--- src/rtl/sync_2ff.sv ---
// Two-flop synchronizer for asynchronous status inputs.
// Both stages clear to 0 while async_nrst_i is low.
module sync_2ff #(
  parameter int WIDTH = 1
) (
  input  logic             clk,
  input  logic             async_nrst_i,
  input  logic [WIDTH-1:0] d,
  output logic [WIDTH-1:0] q
);

  logic [WIDTH-1:0] meta;

  always_ff @(posedge clk or negedge async_nrst_i) begin
    if (!async_nrst_i) begin
      meta <= '0;
      q    <= '0;
    end else begin
      meta <= d;
      q    <= meta;
    end
  end

endmodule

--- src/rtl/reset_sequencer.sv ---
// Multi-channel reset controller: asserts all channels together and releases them in index
// order once the minimum hold time has elapsed and the PLL lock has been stable long enough.
module reset_sequencer #(
  parameter int   NUM_CH       = 3,
  parameter logic ACTIVE_STATE = 1'b0,
  parameter int   RST_LENGTH   = 2,
  parameter int   LOCK_FILTER  = 8,
  parameter int   RELEASE_GAP  = 4
) (
  input  logic              clk,
  input  logic              async_nrst_i,
  input  logic              clk_en,
  input  logic              pll_locked_i,
  input  logic              sw_rst_req_i,
  output logic [NUM_CH-1:0] rst_o,
  output logic              done_o
);

  localparam int MAX_AB  = (RST_LENGTH > LOCK_FILTER) ? RST_LENGTH : LOCK_FILTER;
  localparam int MAX_CNT = (MAX_AB > RELEASE_GAP) ? MAX_AB : RELEASE_GAP;
  localparam int CW      = $clog2(MAX_CNT + 1);
  localparam int IW      = $clog2(NUM_CH + 1);

  localparam logic [CW-1:0] HOLD_LEN = CW'(RST_LENGTH);
  localparam logic [CW-1:0] LOCK_LEN = CW'(LOCK_FILTER);
  localparam logic [CW-1:0] GAP_LAST = CW'(RELEASE_GAP - 1);
  localparam logic [IW-1:0] LAST_CH  = IW'(NUM_CH - 1);

  localparam logic [1:0] ST_HOLD    = 2'd0;
  localparam logic [1:0] ST_RELEASE = 2'd1;
  localparam logic [1:0] ST_RUN     = 2'd2;

  logic [1:0]        state;
  logic [CW-1:0]     hold_cnt;
  logic [CW-1:0]     gap_cnt;
  logic [CW-1:0]     lock_cnt;
  logic [IW-1:0]     ch_idx;
  logic [NUM_CH-1:0] rst_q;
  logic              done_q;
  logic              lock_s;
  logic              lock_ok;
  logic              trigger;

  sync_2ff #(
    .WIDTH(1)
  ) u_lock_sync (
    .clk          (clk),
    .async_nrst_i (async_nrst_i),
    .d            (pll_locked_i),
    .q            (lock_s)
  );

  // A single low sample of the synced lock restarts the filter, even with clk_en low.
  always_ff @(posedge clk or negedge async_nrst_i) begin
    if (!async_nrst_i) begin
      lock_cnt <= '0;
    end else if (!lock_s) begin
      lock_cnt <= '0;
    end else if (clk_en && (lock_cnt != LOCK_LEN)) begin
      lock_cnt <= lock_cnt + 1'b1;
    end
  end

  assign lock_ok = (lock_cnt == LOCK_LEN);
  assign trigger = sw_rst_req_i || !lock_s;

  // rst_q is registered so outputs only ever move as a clean prefix release;
  // assertion is all-channel and ignores clk_en.
  always_ff @(posedge clk or negedge async_nrst_i) begin
    if (!async_nrst_i) begin
      state    <= ST_HOLD;
      hold_cnt <= '0;
      gap_cnt  <= '0;
      ch_idx   <= '0;
      rst_q    <= {NUM_CH{ACTIVE_STATE}};
      done_q   <= 1'b0;
    end else begin
      case (state)
        ST_HOLD: begin
          if (sw_rst_req_i) begin
            hold_cnt <= '0;
          end else if (clk_en && (hold_cnt != HOLD_LEN)) begin
            hold_cnt <= hold_cnt + 1'b1;
          end
          if (!trigger && clk_en && lock_ok && (hold_cnt == HOLD_LEN)) begin
            rst_q[0] <= ~ACTIVE_STATE;
            gap_cnt  <= '0;
            ch_idx   <= IW'(1);
            if (NUM_CH == 1) begin
              state  <= ST_RUN;
              done_q <= 1'b1;
            end else begin
              state  <= ST_RELEASE;
            end
          end
        end
        ST_RELEASE: begin
          if (trigger) begin
            state    <= ST_HOLD;
            hold_cnt <= '0;
            gap_cnt  <= '0;
            ch_idx   <= '0;
            rst_q    <= {NUM_CH{ACTIVE_STATE}};
            done_q   <= 1'b0;
          end else if (clk_en) begin
            if (gap_cnt == GAP_LAST) begin
              gap_cnt <= '0;
              ch_idx  <= ch_idx + 1'b1;
              for (int i = 0; i < NUM_CH; i++) begin
                if (ch_idx == IW'(i)) begin
                  rst_q[i] <= ~ACTIVE_STATE;
                end
              end
              if (ch_idx == LAST_CH) begin
                state  <= ST_RUN;
                done_q <= 1'b1;
              end
            end else begin
              gap_cnt <= gap_cnt + 1'b1;
            end
          end
        end
        ST_RUN: begin
          if (trigger) begin
            state    <= ST_HOLD;
            hold_cnt <= '0;
            gap_cnt  <= '0;
            ch_idx   <= '0;
            rst_q    <= {NUM_CH{ACTIVE_STATE}};
            done_q   <= 1'b0;
          end
        end
        default: begin
          state    <= ST_HOLD;
          hold_cnt <= '0;
          gap_cnt  <= '0;
          ch_idx   <= '0;
          rst_q    <= {NUM_CH{ACTIVE_STATE}};
          done_q   <= 1'b0;
        end
      endcase
    end
  end

  assign rst_o  = rst_q;
  assign done_o = done_q;

endmodule
--- config.mk ---
export PLATFORM = sky130hd
export DESIGN_NAME = reset_sequencer
export DESIGN_NICKNAME = d
export VERILOG_FILES = /design/src/rtl/sync_2ff.sv /design/src/rtl/reset_sequencer.sv
export SDC_FILE = /design/constraint.sdc
export NUM_CORES = 1
export LEC_CHECK = 0
export ABC_AREA = 1
export BUFFER_PORTS_ARGS = -buffer_cell sky130_fd_sc_hd__buf_2
export CORE_ASPECT_RATIO = 1.4
export CORE_UTILIZATION = 50
export CTS_CLUSTER_DIAMETER = 50
export CTS_CLUSTER_SIZE = 10
export DETAILED_ROUTE_END_ITERATION = 7
export PLACE_DENSITY_LB_ADDON = 0.15
export SLEW_MARGIN = 25
export SYNTH_ARGS = -nofsm -noshare
export SYNTH_HDL_FRONTEND = slang
export SYNTH_SLANG_ARGS = --single-unit
export TNS_END_PERCENT = 100
--- constraint.sdc ---
create_clock -name clk -period 1.66 [get_ports clk]
set_input_delay 0.249 -clock clk [delete_from_list [all_inputs] [get_ports clk]]
set_output_delay 0.249 -clock clk [all_outputs]
set_load 0.01 [all_outputs]
# Yosys cells after proc, flatten, opt, wreduce, memory -nomap -nowiden
# Index checks and enable logic that the tools add are counted.
# Widths: inputs -> output; s select.
[op_classes]
addsub = 4
n_eq_ne = 19
mux = 37
bitwise = 1
n_reduce_logical = 18
[ops]
columns = ["cell", "n"]
rows = [
  ["$mux 4", 9],
  ["$reduce_and 5->1", 4],
  ["$mux 2", 9],
  ["$ne 3x3->1 const B", 6],
  ["$pmux 2 s3", 3],
  ["$add 4x1->4 const B", 3],
  ["$mux 3", 4],
  ["$pmux 4 s3", 1],
  ["$eq 4x2->1 const B", 2],
  ["$mux 1", 8],
  ["$pmux 4 s2", 1],
  ["$ne 2x2->1 const B", 3],
  ["$pmux 1 s3", 2],
  ["$logic_and 1x1->1", 5],
  ["$eq 2x1->1 const B", 2],
  ["$eq 2x2->1 const B", 2],
  ["$eq 4x4->1 const B", 1],
  ["$logic_not 2->1", 2],
  ["$ne 4x2->1 const B", 1],
  ["$ne 4x4->1 const B", 1],
  ["$reduce_and 4->1", 1],
  ["$reduce_and 3->1", 1],
  ["$add 2x1->2 const B", 1],
  ["$logic_not 1->1", 2],
  ["other kinds (5)", 5],
]
[word_totals]
register_bits = 22
inputBits = 5

# Depth between registers and ports, before layout
# Gate-level depths: netlist of run 1.
[depth]
depth_word = 8
mapped_depth = 9
mapped_depth_nobuf = 9

# Cells and area by module
# Synthesis of run 1 repeated with hierarchy kept, for this count alone.
[hier_totals]
cells_unflattened = 151
hier_area_um2 = 1311.3
[by_module_without_submodules]
columns = ["mod", "instances", "cells_each", "area_each_um2", "seq_area_each_um2"]
rows = [
  ["reset_sequencer", 1, 149, 1261.2, 475.5],
  ["sync_2ff", 1, 2, 50.0, 50.0],
]

# Worst setup path before layout of run 1
# OpenSTA, ideal clock, no wires.
[synth_path]
kind = "register to register"
start = "reg state[1]"
end = "reg gap_cnt[0]"
setup_ps = 74
t_arrival_ps = 1256
required_time_ps = 1586
path_slack_ps = 330
path_stages_with_launch = 9
path_buffers = 0
period_less_slack_ps = 1330
path_cell_list = "dfrtp_1 inv_1 ha_1 nand3_4 nor2_1 nor2_4 nand2_4 nand2_1 o21ai_2"
[synth_between]
elab_chain_len = 3
[synth_lines]
columns = ["element", "line", "rtl"]
rows = [
  ["start, declared", "reset_sequencer.sv:33", "logic [1:0] state;"],
  ["start signal, assigned", "reset_sequencer.sv:71", "state <= ST_HOLD;"],
  ["start signal, assigned", "reset_sequencer.sv:90", "state <= ST_RUN;"],
  ["start signal, assigned", "reset_sequencer.sv:93", "state <= ST_RELEASE;"],
  ["$eq 2x1->1 (tied with other cells)", "reset_sequencer.sv:78", "case (state)"],
  ["$ne 3x3->1 (no source line) or $ne 2x2->1 (tied branches)", "n/a", ""],
  ["$reduce_and 3->1 (no source line)", "n/a", ""],
  ["end signal, assigned", "reset_sequencer.sv:119", "gap_cnt <= gap_cnt + 1'b1;"],
  ["end, declared", "reset_sequencer.sv:35", "logic [CW-1:0] gap_cnt;"],
]
# Parallel ways exist; a longest one is shown, timed or not.
# A chain may end at the register's enable or synchronous reset.

# Worst setup path after layout of run 1
# Same ends and word-level chain as after synthesis.

==> metrics.md, run 1 <==
| Metric | Value |
|---|---|
| Share of cells above drive strength 1 | 0.170 |
| Pre-CTS setup slack | 0.125 ns |
| Vias per inst | 4.98 |
| Row cnt | 21 |
| Initial antenna violation count | 0 |
| Die width | 44.4 µm |
| Critical path class | flip-flop to flip-flop |
| Slew headroom | 0.678 |
| R2R depth | 7 |
| Fin Setup TNS | 0 ns |
| CTS H-tree lvls | 1 |
| Fin. max-slew vios | 0 |
| Core Box Area | 2390 µm² |
| XOR/XNOR share of the synthesized area | 0.0139 |
| Library cells used by synthesis | 23 |
| Final net count | 182 |
| Switch Pwr | 0.000780 W |
| Cell count after synthesis | 154 |
| Achievable Freq | 656 MHz |
| DR vias | 992 |
| CTS tree | built |
| Global-route wire length before repair | 4040 µm |
| Simple-Gate Fraction of Synth Area | 0.297 |
| LEAKAGE | 0.711 nW |
| Final Critical Period | 1.53 ns |
| IO buf count | 8 |
| Busiest layer in global routing | met2 |
| Syn avg cell area | 8.19 µm² |
| Area of the multi-input gates | 646 µm² |
| Clock Skew | 0.00461 ns |
| PwrDens | 1300 nW/µm² |
| Synth top area share | 0.417 |
| Routed Antenna Nets | 0 |
| Post-Synth Adder-Cell Area | 0.109 |
| Ports | 9 |
| HPWL Detailed | 1790 µm |
| Unrepaired setup endpoints after global routing | false |
| Synthesized Nets | 170 |
| Sequential Power Share | 0.399 |
| Total CTS buffers | 3 |
| Die area | 2730 µm² |
| Reg area | 526 µm² |
| Net Sw Frac | 0.439 |
| Worst-Skew Late Latency | 0.31 ns |
| Crit. End Element | flip-flop |
| GP Congestion | 0.912 |
| Period utilization | 0.919 |
| Final Core Density | 0.572 |
| Number of setup buffers added after CTS | 0 |
| Status | complete, no violations |
| DIE HEIGHT | 61.4 µm |
| Worst reg2reg setup slack | 0.13 ns |
| Hold Path Class | primary input to flip-flop |
| Clock Pin Slew Worst Setup and Hold Paths | 0.12 ns |
| Final Hold Fails | 0 |
| Sequential area share after synthesis | 0.417 |
| Num Clock Sinks | 21 |
| Internal | 0.000999 W |
| Fillers | 240 |
| Ys Warns | 0 |
| Iteration-0 DRC Markers | 7 |
| PnR worst setup slack | 0.135 ns |
| Largest net degree at the start of global routing | 22 |
| Hold path cells | 1 |
| Number of remaining DRC errors | 0 |
| Area added between synthesis and finish | 8.53% |
| FF+latch count, synth | 21 |
| Crit path DAT | 1.77 ns |
| Vias in the first global route | 988 |
| Clock group share of total power | 0.142 |
| Max Cap Viol | 0 |
| Met3 Use GR | 0.0205 |
| Global Route Usage Sum | 0.201 |
| Syn Std Cell Area | 1260 µm² |
| Setup crit start kind | flip-flop |
| Peak VDD IR | 0.624 mV |
| Met1 Use GR | 0.221 |
| Largest family of logic cells by synthesized area | simple AND/OR/NAND/NOR gates |
| Clock Root Buffer | clkbuf_4 |
| Met2 Use GR | 0.372 |
| N_diodes | 0 |
| Worst-margin pin slew | 0.482 ns |
| Starting Density | 0.527 |
| Combinational power share | 0.459 |
| Synth Area in Compound Gates | 0.0863 |
| Setup Viol. Count Final | 0 |
| Clk buf depth | 2 |
| Top post-synthesis cells by area | dfrtp_1 (42%), ha_1 (11%), nand2_1 (9.2%), nor2_1 (5.7%), nand3_1 (5.2%) |
| Critical path data required time | 1.91 ns |
| Drt pass-1 iters | 4 |
| Crit path max fanout | 6 |
| Mux cell area share after synthesis | 0 |
| Drt wl/cell | 11.7 µm |
| Final wirelength | 2340 µm |
| Grt ovf | 0 |
| Top cell type by total area after synthesis | dfrtp_1 |
## state kept, by name, summed over array words and instances, names as in the netlist
signal,count
state,2
u_lock_sync.meta,1
ch_idx,2
hold_cnt,4
gap_cnt,4
u_lock_sync.q,1
lock_cnt,4
rst_o,3
## cell type report
| type | instances | area share |
|---|---|---|
| Clock buffer | 4 | 0.0192 |
| Inverter | 21 | 0.0576 |
| Multi-Input combinational cell | 110 | 0.472 |
| Sequential cell | 21 | 0.384 |
| Tap cell | 34 | 0.0311 |
| Timing Repair Buffer | 9 | 0.0366 |
## critical path, cell delays in order, from the launching register on
cell	delay (ns)
dfrtp_1	0.43
inv_1	0.10
ha_1	0.24
nand3_4	0.12
inv_2	0.12
nand2_2	0.10
or2_0	0.23
o21ai_2	0.13
## per-stage QoR
stage          instances  cell area, µm²  total power [W]  hold WS (ns)
2_1_floorplan        154            1260          0.00134       -0.0466
4_1_cts              199            1360          0.00179        0.0328
3_5_place_dp         194            1330          0.00154         0.239
6_report             199            1370          0.00178        0.0361
5_1_grt              199            1370          0.00198        0.0266
3_3_place_gp         194            1330          0.00151         0.226
## power by group through the flow
stage / Combinational (W) / Clock (W) / Sequential (W)
after floorplan: 0.000619 / 0 / 0.000719
after detailed placement: 0.000814 / 0 / 0.000723
after global placement: 0.000790 / 0 / 0.000718
final: 0.000817 / 0.000252 / 0.000710
after global routing: 0.000970 / 0.000278 / 0.000731
after CTS: 0.000818 / 0.000264 / 0.000712
## metal layers
| metal | vias up | wire length (µm) |
|---|---|---|
| met5 | - | 0 |
| li1 | 518 | - |
| met1 | 459 | 1030 |
| met3 | 7 | 21 |
| met4 | 0 | 60 |
| met2 | 8 | 1220 |
## what timing repair did
| item | in CTS | in global routing |
|---|---|---|
| hold buffers | 1 | 0 |
| endpoints found under the hold margin | 21 | 0 |
| gates resized for setup | 0 | 3 |
| endpoints found under the setup margin | 0 | 9 |
## cell usage after synthesis, drive strengths merged
master and number:
a21oi 5, buf 2, dfrtp 21, ha 11, inv 21, nand2 34
nand2b 1, nand3 14, nand4 8, nor2 21, o21ai 11, o21bai 1
o22ai 1, or2 1, xor2 2
## path summary, 6_finish.rpt
path,start,end
min,pll_locked_i,u_lock_sync.meta
max in group asynchronous,async_nrst_i,rst_o[1]
max,state[1],gap_cnt[0]
min reg2reg,u_lock_sync.meta,u_lock_sync.q
min in group asynchronous,async_nrst_i,hold_cnt[1]
max reg2reg,state[1],gap_cnt[0]
## cells in the final DEF (no fill, tap or decap), types with 5 or more instances in the layout
cell	n
dfrtp_1	21
inv_1	17
ha_1	11
o21ai_0	7
a21oi_1	5
buf_2	8
nand2_1	31
nand4_1	8
nor2_1	16
nand3_1	13
## kinds of logic after synthesis
kind of cell | Yosys count
fa+ha+maj | 11
flops | 21
buf+inv | 23
xor+xnor | 2
simple gates | 79
compound gates | 18
Note: power is estimated with default switching activity, not from simulation.
==> run 2, diff against run 1 <==
Settings changed: ABC_AREA 1 to unset, CTS_CLUSTER_DIAMETER 50 to 150.
==> run 2 against run 1 <==
  * Die area up 2.1%
  * Utilization grew 8.3 points
  * Total power fell by 49%
  * Cell count decreased by 5.5%
  * The run now ends with negative setup slack left
  * Count of clock-buffer cells in the layout down 1
  * Global-route usage grew 2.7 points
  * Register-to-register slack got worse by 0.28 ns
  * Worst setup slack got worse by 0.28 ns
  * Flip-flop and latch count unchanged
  * Largest power group is now registers
  * Clock skew is 0.013 ns higher
  * Area after synthesis increased by 2.2%
==> metrics.md, run 2 <==
| Metric | Value |
|---|---|
| Starting Density | 0.533 |
| Die width | 44.9 µm |
| GP Congestion | 0.792 |
| Slew headroom | 0.672 |
| Sequential area share after synthesis | 0.408 |
| Drt pass-1 iters | 4 |
| Row cnt | 21 |
| DIE HEIGHT | 62.1 µm |
| Routed Antenna Nets | 0 |
| Top flop regs | gap_cnt: 4 flops, hold_cnt: 4 flops, lock_cnt: 4 flops |
| PnR worst setup slack | -0.146 ns |
| Syn avg cell area | 10.7 µm² |
| Peak VDD IR | 0.365 mV |
| Setup crit start | state[1] |
| Vias per inst | 5.37 |
| Worst reg2reg setup slack | -0.15 ns |
| DR vias | 1010 |
| Worst path slowest cell | dfrtp_1 |
| CTS tree | built |
| Non-Filler Instances | 188 |
| Synth top area share | 0.408 |
| Period utilization | 1.09 |
| R2R depth | 6 |
| Largest net degree at the start of global routing | 22 |
| Total CTS buffers | 3 |
| Critical path cell sequence | ha_4, or2b_1, nor4_4, buf_4, nor2_4, mux2_4 |
| Final net count | 171 |
| CTS H-tree lvls | 1 |
| Syn Std Cell Area | 1290 µm² |
| Fillers | 220 |
| Crit. End Element | flip-flop |
| Critical path data required time | 1.85 ns |
| Share of cells above drive strength 1 | 0.331 |
| Core Box Area | 2420 µm² |
| Critical path class | flip-flop to flip-flop |
| Count leader, synth | dfrtp_1 |
| Synth Flop Type | dfrtp_1 |
| Num Clock Sinks | 21 |
| Vias in the first global route | 1065 |
| Top cell type by total area after synthesis | dfrtp_1 |
| Max Cap Viol | 0 |
| Status | finished with violations |
| Unrepaired setup endpoints after global routing | true |
| FF+latch count, synth | 21 |
| Area added between synthesis and finish | 23.0% |
| Clock Root Buffer | clkbuf_4 |
| Met1 Use GR | 0.260 |
| PwrDens | 570 nW/µm² |
| Levels on crit path | 6 |
| Largest delay share family, worst path | simple AND/OR/NAND/NOR gates |
| Achievable Freq | 554 MHz |
| Worst-margin pin slew | 0.491 ns |
| Asr flop ratio synth | 1.00 |
| Final Critical Period | 1.81 ns |
| Crit path buf inv count | 1 |
| Drt wl/cell | 14.4 µm |
| Met2 Use GR | 0.443 |
| IO buf count | 8 |
| HPWL Detailed | 2070 µm |
| Commonest non-fill, non-tap cell in the layout | buf_4 |
| Final Hold Fails | 0 |
| Final wirelength | 2710 µm |
| Global-route wire length before repair | 4580 µm |
| Fin. max-slew vios | 0 |
| Top cells by count, synth | dfrtp_1 (21), ha_1 (11), inv_1 (8) |
| Clock Skew | 0.0177 ns |
| Post-synth EDFFs | 0 |
| Library cells used by synthesis | 44 |
| Global Route Usage Sum | 0.228 |
| Area of the multi-input gates | 737 µm² |
| Met3 Use GR | 0.0202 |
| Failing checks | negative setup slack |
| Synthesized Nets | 137 |
| Setup crit start kind | flip-flop |
| Grt ovf | 0 |
| RR Endpoint | gap_cnt[0] |
| Cell count after synthesis | 121 |
| Most frequent cells in the layout | buf_4 (23), dfrtp_1 (21), ha_1 (10) |
| Reg area | 526 µm² |
| # placed instances | 181 |
| Ys Warns | 0 |
| N_diodes | 0 |
| Setup Viol. Count Final | 10 |
| Setup crit end | gap_cnt[0] |
| Crit Reg-Reg Startpoint | state[1] |
| Clk buf depth | 2 |
| Die area | 2790 µm² |
| LEAKAGE | 0.771 nW |
| Ports | 9 |
| Iteration-0 DRC Markers | 17 |
| Total power | 0.000904 W |
| Top post-synthesis cells by area | dfrtp_1 (41%), ha_1 (11%), o2bb2ai_1 (2.7%), inv_1 (2.3%), mux2_4 (2.3%) |
| Worst-Skew Late Latency | 0.31 ns |
| Number of remaining DRC errors | 0 |
| Clock Pin Slew Worst Setup and Hold Paths | 0.14 ns |
| Crit path max fanout | 5 |
| Max incr delay on CP | 0.44 ns |
| Busiest layer in global routing | met2 |
| Crit path DAT | 2.00 ns |
| Hold Path Class | primary input to flip-flop |
| Initial antenna violation count | 0 |
## run 2: final cells by class
type | count | share of cell area
Multi-Input combinational cell | 89 | 0.465
Sequential cell | 21 | 0.331
Timing Repair Buffer | 32 | 0.140
Tap cell | 34 | 0.0268
Inverter | 8 | 0.0189
Clock buffer | 3 | 0.0142
Clock inverter | 1 | 0.00316
## run 2: through the flow
| stage | hold slack (ns) | TNS (ns) | utilization | setup slack, ns | area, µm² |
|---|---|---|---|---|---|
| floorplan | -0.0466 | -0.241 | - | -0.115 | 1290 |
| global placement | 0.230 | -0.370 | 0.624 | -0.0882 | 1510 |
| detailed placement | 0.242 | -0.820 | 0.624 | -0.149 | 1510 |
| CTS | 0.0321 | -0.438 | 0.653 | -0.103 | 1580 |
| global route | 0.0160 | -1.61 | 0.656 | -0.209 | 1590 |
| finish | 0.0306 | -0.710 | 0.656 | -0.146 | 1590 |
## run 2: what timing repair did
action                                  CTS  global route
setup buffers                             2             0
hold buffers                              1             0
hold endpoints to repair                 21             0
pin swaps                                 1             0
endpoints found under the setup margin   10            12
resized for setup                         3             1
## run 2: metal layers
layer  part of all wire  vias to the layer above
li1                   -                      499
met1               0.43                      502
met3              0.014                        2
met5                  0                        -
met4             0.0081                        0
met2               0.55                        7
## run 2: cell families (layout without fill, tap and decap cells)
kind of cell,Yosys count,after routing,synth area share
compound gates,24,24,0.138
simple gates,47,47,0.250
flops,21,21,0.408
mux,2,2,0.0233
xor+xnor,5,5,0.0340
buf+inv,11,44,0.0408
fa+ha+maj,11,11,0.107
## run 2: worst min path at each step
stage / from / end / slack [ns] / depth (start not counted)
after floorplan: async_nrst_i / ch_idx[0] / -0.05 / 0
after global placement: async_nrst_i / lock_cnt[0] / 0.23 / 1
after detailed placement: async_nrst_i / lock_cnt[0] / 0.24 / 1
after CTS: pll_locked_i / u_lock_sync.meta / 0.03 / 1
after global routing: pll_locked_i / u_lock_sync.meta / 0.02 / 1
final: pll_locked_i / u_lock_sync.meta / 0.03 / 1
## run 2: report_power, final
| group | internal (W) | leakage, nW | switching [W] | total (W) |
|---|---|---|---|---|
| Sequential | 0.000524 | 0.286 | 0.00000987 | 0.000534 |
| Clock | 0.0000897 | 0.0177 | 0.000165 | 0.000255 |
| Combinational | 0.0000569 | 0.468 | 0.0000580 | 0.000115 |
| Total | 0.000671 | 0.771 | 0.000233 | 0.000904 |
